`config.mk`:
```
export PLATFORM = sky130hd
export DESIGN_NAME = vend_controller_multi
export DESIGN_NICKNAME = d
export VERILOG_FILES = /design/src/rtl/vend_pkg.sv /design/src/rtl/vend_stock_bank.sv /design/src/rtl/vend_controller_multi.sv
export SDC_FILE = /design/constraint.sdc
export NUM_CORES = 1
export LEC_CHECK = 0
export CAP_MARGIN = 10
export CORE_MARGIN = 5
export CORE_UTILIZATION = 58
export CTS_CLUSTER_DIAMETER = 100
export DETAILED_ROUTE_END_ITERATION = 10
export GPL_TIMING_DRIVEN = 0
export PLACE_DENSITY_LB_ADDON = 0.15
export RECOVER_POWER = 100
export SLEW_MARGIN = 30
export SYNTH_ARGS = -nofsm -noshare
export SYNTH_HDL_FRONTEND = slang
export SYNTH_HIERARCHICAL = 1
export SYNTH_SLANG_ARGS = --single-unit
```
`constraint.sdc`:
```
create_clock -name clk -period 6.93 [get_ports clk]
set_input_delay 1.0395 -clock clk [delete_from_list [all_inputs] [get_ports clk]]
set_output_delay 1.0395 -clock clk [all_outputs]
set_load 0.01 [all_outputs]
```
`src/rtl/vend_pkg.sv`:
```
// vend_pkg: shared types and helpers for the multi-product vending controller.
//   - vend_state_e : controller states (IDLE, VEND, REFUND)
//   - price_of     : extracts one 4-bit slot price from the packed price vector
//   - price_ok     : elaboration-time range check of every slot price
//   - limits on product count and credit used by the parameter checks
package vend_pkg;

  typedef enum logic [1:0] {
    IDLE   = 2'd0,
    VEND   = 2'd1,
    REFUND = 2'd2
  } vend_state_e;

  localparam int PRICE_W          = 4;
  localparam int MAX_PRODUCTS     = 8;
  localparam int MAX_CREDIT_LIMIT = 15;
  localparam int PRICE_VEC_W      = PRICE_W * MAX_PRODUCTS;

  // Slot idx price lives at bits [4*idx+3 : 4*idx].
  function automatic logic [PRICE_W-1:0] price_of(input logic [PRICE_VEC_W-1:0] prices,
                                                  input int idx);
    price_of = prices[idx*PRICE_W +: PRICE_W];
  endfunction

  // True when every one of the first n prices lies in 1..max_credit.
  function automatic bit price_ok(input logic [PRICE_VEC_W-1:0] prices,
                                  input int n, input int max_credit);
    bit ok;
    ok = 1'b1;
    for (int j = 0; j < n; j++) begin
      if ((int'(price_of(prices, j)) < 1) || (int'(price_of(prices, j)) > max_credit)) begin
        ok = 1'b0;
      end else begin
        ok = ok;
      end
    end
    return ok;
  endfunction

endpackage

```
`src/rtl/vend_stock_bank.sv`:
```
// vend_stock_bank: per-slot inventory counters for the vending controller.
// Ports:
//   clk      in  system clock
//   reset    in  synchronous active-high reset (all slots full)
//   dec      in  NUM_PRODUCTS  one-hot decrement request (a vend from that slot)
//   restock  in  refill every slot to MAX_STOCK; wins over a same-edge decrement
//   sold_out out NUM_PRODUCTS  registered, slot j stock is zero
module vend_stock_bank #(
  parameter int NUM_PRODUCTS = 2,
  parameter int MAX_STOCK    = 15,
  localparam int STOCK_W     = $clog2(MAX_STOCK + 1)
) (
  input  logic                    clk,
  input  logic                    reset,
  input  logic [NUM_PRODUCTS-1:0] dec,
  input  logic                    restock,
  output logic [NUM_PRODUCTS-1:0] sold_out
);

  logic [STOCK_W-1:0]      stock_r [NUM_PRODUCTS];
  logic [STOCK_W-1:0]      stock_s [NUM_PRODUCTS];
  logic [NUM_PRODUCTS-1:0] sold_out_r;
  logic [NUM_PRODUCTS-1:0] sold_out_s;

  // Next stock per slot and the sold-out flags that follow from it.
  always_comb begin
    for (int j = 0; j < NUM_PRODUCTS; j++) begin
      stock_s[j] = stock_r[j];
      if (restock) begin
        stock_s[j] = STOCK_W'(MAX_STOCK);
      end else if (dec[j] && (stock_r[j] != {STOCK_W{1'b0}})) begin
        stock_s[j] = stock_r[j] - STOCK_W'(1'b1);
      end else begin
        stock_s[j] = stock_r[j];
      end
      sold_out_s[j] = (stock_s[j] == {STOCK_W{1'b0}});
    end
  end

  // Stock and sold-out registers.
  always_ff @(posedge clk) begin
    if (reset) begin
      for (int j = 0; j < NUM_PRODUCTS; j++) begin
        stock_r[j] <= STOCK_W'(MAX_STOCK);
      end
      sold_out_r <= {NUM_PRODUCTS{1'b0}};
    end else begin
      for (int j = 0; j < NUM_PRODUCTS; j++) begin
        stock_r[j] <= stock_s[j];
      end
      sold_out_r <= sold_out_s;
    end
  end

  assign sold_out = sold_out_r;

endmodule

```
`src/rtl/vend_controller_multi.sv`:
```
// vend_controller_multi: N-product vending controller with bounded credit,
// per-slot inventory, coin-return sequencing and over-credit coin bounce.
// Optional feature macro: VEND_CHANGE_RETURN_EN (refund residual credit after a vend).
// Ports:
//   clk          in  system clock
//   reset        in  synchronous active-high reset
//   quarter_in   in  one quarter inserted this cycle
//   select       in  NUM_PRODUCTS  product request, lowest set index wins
//   coin_return  in  refund all credit
//   restock      in  refill every slot to MAX_STOCK
//   credit       out CREDIT_W  current credit in quarters
//   product      out NUM_PRODUCTS  one-hot one-cycle dispense pulse
//   quarter_out  out one quarter returned this cycle
//   sold_out     out NUM_PRODUCTS  slot stock is zero
//   busy         out controller not in IDLE
// All outputs are registered.
module vend_controller_multi
  import vend_pkg::*;
#(
  parameter int                        NUM_PRODUCTS = 2,
  parameter int                        MAX_CREDIT   = 3,
  parameter logic [NUM_PRODUCTS*4-1:0] PRICES       = {4'd3, 4'd2},
  parameter int                        MAX_STOCK    = 15,
  localparam int                       CREDIT_W     = $clog2(MAX_CREDIT + 1)
) (
  input  logic                    clk,
  input  logic                    reset,
  input  logic                    quarter_in,
  input  logic [NUM_PRODUCTS-1:0] select,
  input  logic                    coin_return,
  input  logic                    restock,
  output logic [CREDIT_W-1:0]     credit,
  output logic [NUM_PRODUCTS-1:0] product,
  output logic                    quarter_out,
  output logic [NUM_PRODUCTS-1:0] sold_out,
  output logic                    busy
);

  localparam logic [PRICE_VEC_W-1:0] PRICE_VEC = PRICE_VEC_W'(PRICES);

  if ((NUM_PRODUCTS < 1) || (NUM_PRODUCTS > MAX_PRODUCTS)) begin : g_bad_num_products
    $error("vend_controller_multi: NUM_PRODUCTS out of range 1..8");
  end
  if ((MAX_CREDIT < 1) || (MAX_CREDIT > MAX_CREDIT_LIMIT)) begin : g_bad_max_credit
    $error("vend_controller_multi: MAX_CREDIT out of range 1..15");
  end
  if (MAX_STOCK < 1) begin : g_bad_max_stock
    $error("vend_controller_multi: MAX_STOCK must be at least 1");
  end
  if (!price_ok(PRICE_VEC, NUM_PRODUCTS, MAX_CREDIT)) begin : g_bad_prices
    $error("vend_controller_multi: every price must be within 1..MAX_CREDIT");
  end

  vend_state_e             state_r, state_s;
  logic [CREDIT_W-1:0]     credit_r, credit_s, credit_q_s;
  logic [NUM_PRODUCTS-1:0] product_r, product_s, dec_s, sel_oh_s, sold_out_s;
  logic                    quarter_out_r, quarter_out_s;
  logic                    busy_r;
  // A bounced quarter that coincided with entry into REFUND is paid out as
  // part of the refund stream instead of as a separate overlapping pulse.
  logic                    owe_r, owe_s;
  logic                    at_max_s, bounce_s, bounce_out_s, sel_valid_s;
  logic [PRICE_W-1:0]      price_s, credit_ext_s;

  // Lowest-index request, its price and whether it can be honoured now.
  always_comb begin
    sel_oh_s     = select & (~select + NUM_PRODUCTS'(1'b1));
    price_s      = {PRICE_W{1'b0}};
    for (int j = 0; j < NUM_PRODUCTS; j++) begin
      price_s = price_s | (sel_oh_s[j] ? price_of(PRICE_VEC, j) : {PRICE_W{1'b0}});
    end
    credit_ext_s = PRICE_W'(credit_r);
    sel_valid_s  = (|sel_oh_s) && ((sel_oh_s & sold_out_s) == {NUM_PRODUCTS{1'b0}}) &&
                   (credit_ext_s >= price_s);
  end

  // Credit after an inserted quarter, with bounce when already full.
  always_comb begin
    at_max_s   = (credit_r == CREDIT_W'(MAX_CREDIT));
    bounce_s   = quarter_in && at_max_s;
    credit_q_s = (quarter_in && !at_max_s) ? (credit_r + CREDIT_W'(1'b1)) : credit_r;
  end

  // Next-state, credit and pulse logic.
  always_comb begin
    state_s      = state_r;
    credit_s     = credit_r;
    product_s    = {NUM_PRODUCTS{1'b0}};
    dec_s        = {NUM_PRODUCTS{1'b0}};
    owe_s        = 1'b0;
    bounce_out_s = 1'b0;
    case (state_r)
      IDLE: begin
        if (sel_valid_s) begin
          state_s   = VEND;
          product_s = sel_oh_s;
          dec_s     = sel_oh_s;
          // Price never exceeds credit and credit - price < MAX_CREDIT, so the
          // same-edge quarter always fits.
          credit_s  = CREDIT_W'(credit_ext_s - price_s + {{(PRICE_W-1){1'b0}}, quarter_in});
        end else begin
          credit_s = credit_q_s;
          if (coin_return && (credit_r != {CREDIT_W{1'b0}})) begin
            state_s = REFUND;
            owe_s   = bounce_s;
          end else begin
            bounce_out_s = bounce_s;
          end
        end
      end
      VEND: begin
        credit_s = credit_q_s;
`ifdef VEND_CHANGE_RETURN_EN
        if ((credit_q_s != {CREDIT_W{1'b0}}) || bounce_s) begin
          state_s = REFUND;
          owe_s   = bounce_s;
        end else begin
          state_s      = IDLE;
          bounce_out_s = bounce_s;
        end
`else
        state_s      = IDLE;
        bounce_out_s = bounce_s;
`endif
      end
      REFUND: begin
        if (owe_r) begin
          // This cycle pays the owed quarter; a new quarter becomes the next debt.
          credit_s = credit_r;
          owe_s    = quarter_in;
        end else if (quarter_in) begin
          // Increment and decrement cancel; refund runs one cycle longer.
          credit_s = credit_r;
        end else begin
          credit_s = credit_r - CREDIT_W'(1'b1);
          if (credit_r == CREDIT_W'(1'b1)) begin
            state_s = IDLE;
          end else begin
            state_s = REFUND;
          end
        end
      end
      default: begin
        state_s  = IDLE;
        credit_s = {CREDIT_W{1'b0}};
      end
    endcase
    quarter_out_s = (state_s == REFUND) || bounce_out_s;
  end

  // Controller state and registered outputs.
  always_ff @(posedge clk) begin
    if (reset) begin
      state_r       <= IDLE;
      credit_r      <= {CREDIT_W{1'b0}};
      product_r     <= {NUM_PRODUCTS{1'b0}};
      quarter_out_r <= 1'b0;
      busy_r        <= 1'b0;
      owe_r         <= 1'b0;
    end else begin
      state_r       <= state_s;
      credit_r      <= credit_s;
      product_r     <= product_s;
      quarter_out_r <= quarter_out_s;
      busy_r        <= (state_s != IDLE);
      owe_r         <= owe_s;
    end
  end

  vend_stock_bank #(
    .NUM_PRODUCTS (NUM_PRODUCTS),
    .MAX_STOCK    (MAX_STOCK)
  ) u_stock (
    .clk      (clk),
    .reset    (reset),
    .dec      (dec_s),
    .restock  (restock),
    .sold_out (sold_out_s)
  );

  assign credit      = credit_r;
  assign product     = product_r;
  assign quarter_out = quarter_out_r;
  assign sold_out    = sold_out_s;
  assign busy        = busy_r;

endmodule

```
==> results.rst <==
.. list-table::
   :header-rows: 1

   * - Metric
     - Value
   * - Global-route wire length before repair
     - 4209 µm
   * - Yosys warning count
     - 6
   * - Final critical-path share of the clock period
     - 62.13%
   * - CP startpoint kind
     - input pin
   * - Clock Power Share
     - 18.3%
   * - Most frequently used cell type in the post-synthesis netlist
     - sky130_fd_sc_hd__dfxtp_1
   * - Synth Area per Inst
     - 9.428 µm²
   * - Seq. cell area
     - 380.4 µm²
   * - Post-Syn Area
     - 1197 µm²
   * - Highest achievable clock rate
     - 0.2322 GHz
   * - Number of failing hold endpoints at the final stage
     - 0
   * - Ys flop type
     - sky130_fd_sc_hd__dfxtp_1
   * - Number of distinct standard cells referenced by the synthesized netlist
     - 47
   * - Number of global-route vias before repair
     - 974
   * - Via count
     - 1029
   * - Clock-pin slew on the worst setup and hold paths
     - 120 ps
   * - Post-route worst hold slack
     - 491.9 ps
   * - Relative slew slack
     - 33.74%
   * - Final core utilization
     - 69.20%
   * - Reg2reg setup slack
     - 3840 ps
   * - Clock latency of the later-clocked register in the worst-skew pair
     - 300 ps
   * - Maximum resistive drop on vdd
     - 150.0 µV
   * - Path class of the lowest-slack min-delay path
     - reg2reg
   * - Number of top-level pins
     - 15
   * - Total core area
     - 1962 µm²
   * - Portion of total power attributed to combinational logic
     - 37.6%
   * - Routed len/inst
     - 14.68 µm
   * - Worst Path Arrival
     - 4500 ps
   * - Post-route total power
     - 0.3138 mW
   * - Vias/cell
     - 5.983
   * - Area leader, netlist
     - sky130_fd_sc_hd__dfxtp_1
   * - Transition time at the pin with the least slew margin
     - 987.9 ps
   * - Count of nets after finishing
     - 161
   * - Clock tree from TritonCTS
     - done
   * - H-Tree Level Count
     - 1
   * - Clock tree root buffer cell
     - sky130_fd_sc_hd__clkbuf_4
   * - Switching power of the nets
     - 0.1147 mW
   * - Synth-to-Final Area Change
     - 13.38%
   * - CP required
     - 7120 ps
   * - Drc violations
     - 0
   * - RSZ-0062 raised after global routing
     - no
   * - Placement Rows
     - 16
   * - Outcome
     - finished, final reports clean
   * - Starting density of the core
     - 61.03%
   * - Synthesis-stage register bit count
     - 19
   * - Total global routing overflow
     - 0
   * - Total power divided by cell area
     - 231.2 nW/µm²
   * - Diode count
     - 0
   * - Overall routed net length
     - 2525 µm
   * - Routability Congestion
     - 0.8059
   * - Sequential cell area fraction in the yosys report
     - 31.77%
   * - Overall die width
     - 55.44 µm
   * - PostCTS Resize Cnt
     - 0
   * - Final sum of negative setup slack
     - 0 ps
   * - I/O Buffers
     - 14
   * - Die Ht
     - 55.44 µm
   * - CTS max path bufs
     - 2
   * - Critical path capture point type
     - register
   * - Number of buffers created by CTS
     - 3
   * - Number of clock sinks seen by CTS
     - 19
   * - Ranking of synthesized cells by area
     - sky130_fd_sc_hd__dfxtp_1, sky130_fd_sc_hd__ha_1, sky130_fd_sc_hd__nor4b_2, sky130_fd_sc_hd__inv_1, sky130_fd_sc_hd__nand2_1
   * - Overall routing resource usage
     - 16.74%
   * - Final max-slew violation count
     - 0
   * - Number of antenna violations at the first check in global routing
     - 0
   * - Reported max-cap violation count
     - 0
   * - Layout cell share with drive strength beyond 1
     - 10.34%
   * - Worst Path Max Fanout
     - 10
   * - First-pass detailed-route iteration total
     - 4
   * - Pin count of the biggest net entering global routing
     - 12
   * - Die Footprint
     - 3073 µm²
   * - Fraction of power spent switching nets
     - 36.55%
   * - Net count after synthesis
     - 142
   * - Worst-case setup margin in the final layout
     - 2624 ps
   * - Post-detailed-route count of antenna-violating nets
     - 0
   * - Number of hold buffers added after CTS
     - 0
   * - Setup-violating endpoint count in the final report
     - 0
   * - Post-detail-place hpwl
     - 1971 µm
   * - Clk_skew
     - 10.84 ps
   * - Filler instances
     - 171
   * - # Post-CTS Setup Buffers
     - 0
   * - Count of flip-flops with a built-in enable after synthesis
     - 0
   * - Leakage Power
     - 0.5739 nW
   * - Share of synthesized registers carrying an async set or reset
     - 0%
   * - Internal power consumption
     - 0.1991 mW
   * - Pre-CTS worst setup slack
     - 2817 ps
   * - Relative contribution of sequential cells to total power
     - 44.1%
   * - Post-Syn Instances
     - 127
   * - Type of the setup path with the least slack
     - in2reg
   * - DRC marker count from the first detailed-route iteration
     - 25
   * - Fraction of post-synthesis cell area in the top cell type by area
     - 31.77%
   * - Final min period
     - 4306 ps
   * - Leading cell types by count after synthesis
     - sky130_fd_sc_hd__dfxtp_1, sky130_fd_sc_hd__inv_1, sky130_fd_sc_hd__nand2_1
   * - Footprint of the multi-input gates
     - 734.5 µm²
routing by layer:
metal	track usage (%)	part of all wire [%]	wire length, µm	vias to the layer above
met5	0	0	0	-
met4	5.208	0	0	0
met3	2.797	4.1	104	0
met2	32.09	53	1330	24
met1	18.36	43	1090	503
li1	-	-	-	502
metrics by stage:
step,std cells,instance area [µm²]
after global routing,172,1358
final,172,1358
after CTS,172,1399
after detailed placement,168,1371
after floorplan,127,1197
after global placement,168,1371
placed cells by master, fill, tap and decap left out, drive strengths merged, types with 2 or more instances in the layout:
cell type	instances
clkdlybuf4s50	5
and4b	2
nor4b	5
a21oi	3
nor3	2
o311ai	4
a311oi	2
nand2b	5
o21ai	7
xnor2	3
nor2	10
nor2b	4
o211ai	3
nand2	10
dfxtp	19
inv	10
nor3b	3
ha	7
mux2	2
dlygate4sd3	9
nand3	2
nand4	3
a211oi	2
nor4	2
clkbuf	4
final timing paths:
| path | end | depth (start not counted) | startpoint |
|---|---|---|---|
| min reg2reg | owe_r$_SDFF_PP0_ | 2 | owe_r$_SDFF_PP0_ |
| max | u_stock/sold_out[1]$_SDFF_PP0_ | 9 | select[0] |
| max reg2reg | u_stock/sold_out[1]$_SDFF_PP0_ | 8 | credit[0]$_SDFFE_PP0P_ |
| min | owe_r$_SDFF_PP0_ | 2 | owe_r$_SDFF_PP0_ |
cells by family after synthesis:
family,count (synthesis),synth area share (%)
compound gates,26,17.76
xor+xnor,4,2.926
fa+ha+maj,8,8.986
buf+inv,11,3.448
flops,19,31.77
mux,3,3.030
simple gates,56,32.08
registers in the layout, indices dropped and copies added (netlist names):
register / cells
u_stock/stock_r: 8
credit: 2
product: 2
state_r: 2
u_stock/sold_out: 2
busy: 1
owe_r: 1
quarter_out: 1
layout make-up:
cell class / count / area share, %
Inverter: 10 / 2.765
Clock inverter: 1 / 0.3687
Clock buffer: 3 / 1.659
Buffer: 1 / 0.2765
Sequential cell: 19 / 28.02
Timing Repair Buffer: 14 / 10.32
Tap cell: 27 / 2.488
Multi-Input combinational cell: 97 / 54.10
power groups by stage:
stage | Clock [mW] | Combinational, mW | Sequential, mW
2_1_floorplan | 0 | 0.0825 | 0.141
3_3_place_gp | 0 | 0.124 | 0.140
3_5_place_dp | 0 | 0.128 | 0.141
4_1_cts | 0.0596 | 0.129 | 0.139
5_1_grt | 0.0656 | 0.133 | 0.140
6_report | 0.0575 | 0.118 | 0.138
critical path, cell delays in order:
cell and delay, ps:
sky130_fd_sc_hd__dlygate4sd3_1 630, sky130_fd_sc_hd__or2b_2 370, sky130_fd_sc_hd__nand2b_1 190, sky130_fd_sc_hd__fa_1 370, sky130_fd_sc_hd__a211oi_1 780, sky130_fd_sc_hd__nor4_1 260, sky130_fd_sc_hd__nor2b_1 220, sky130_fd_sc_hd__o32a_1 300
sky130_fd_sc_hd__nor4b_1 330
Power figures use the tool's default switching activity.
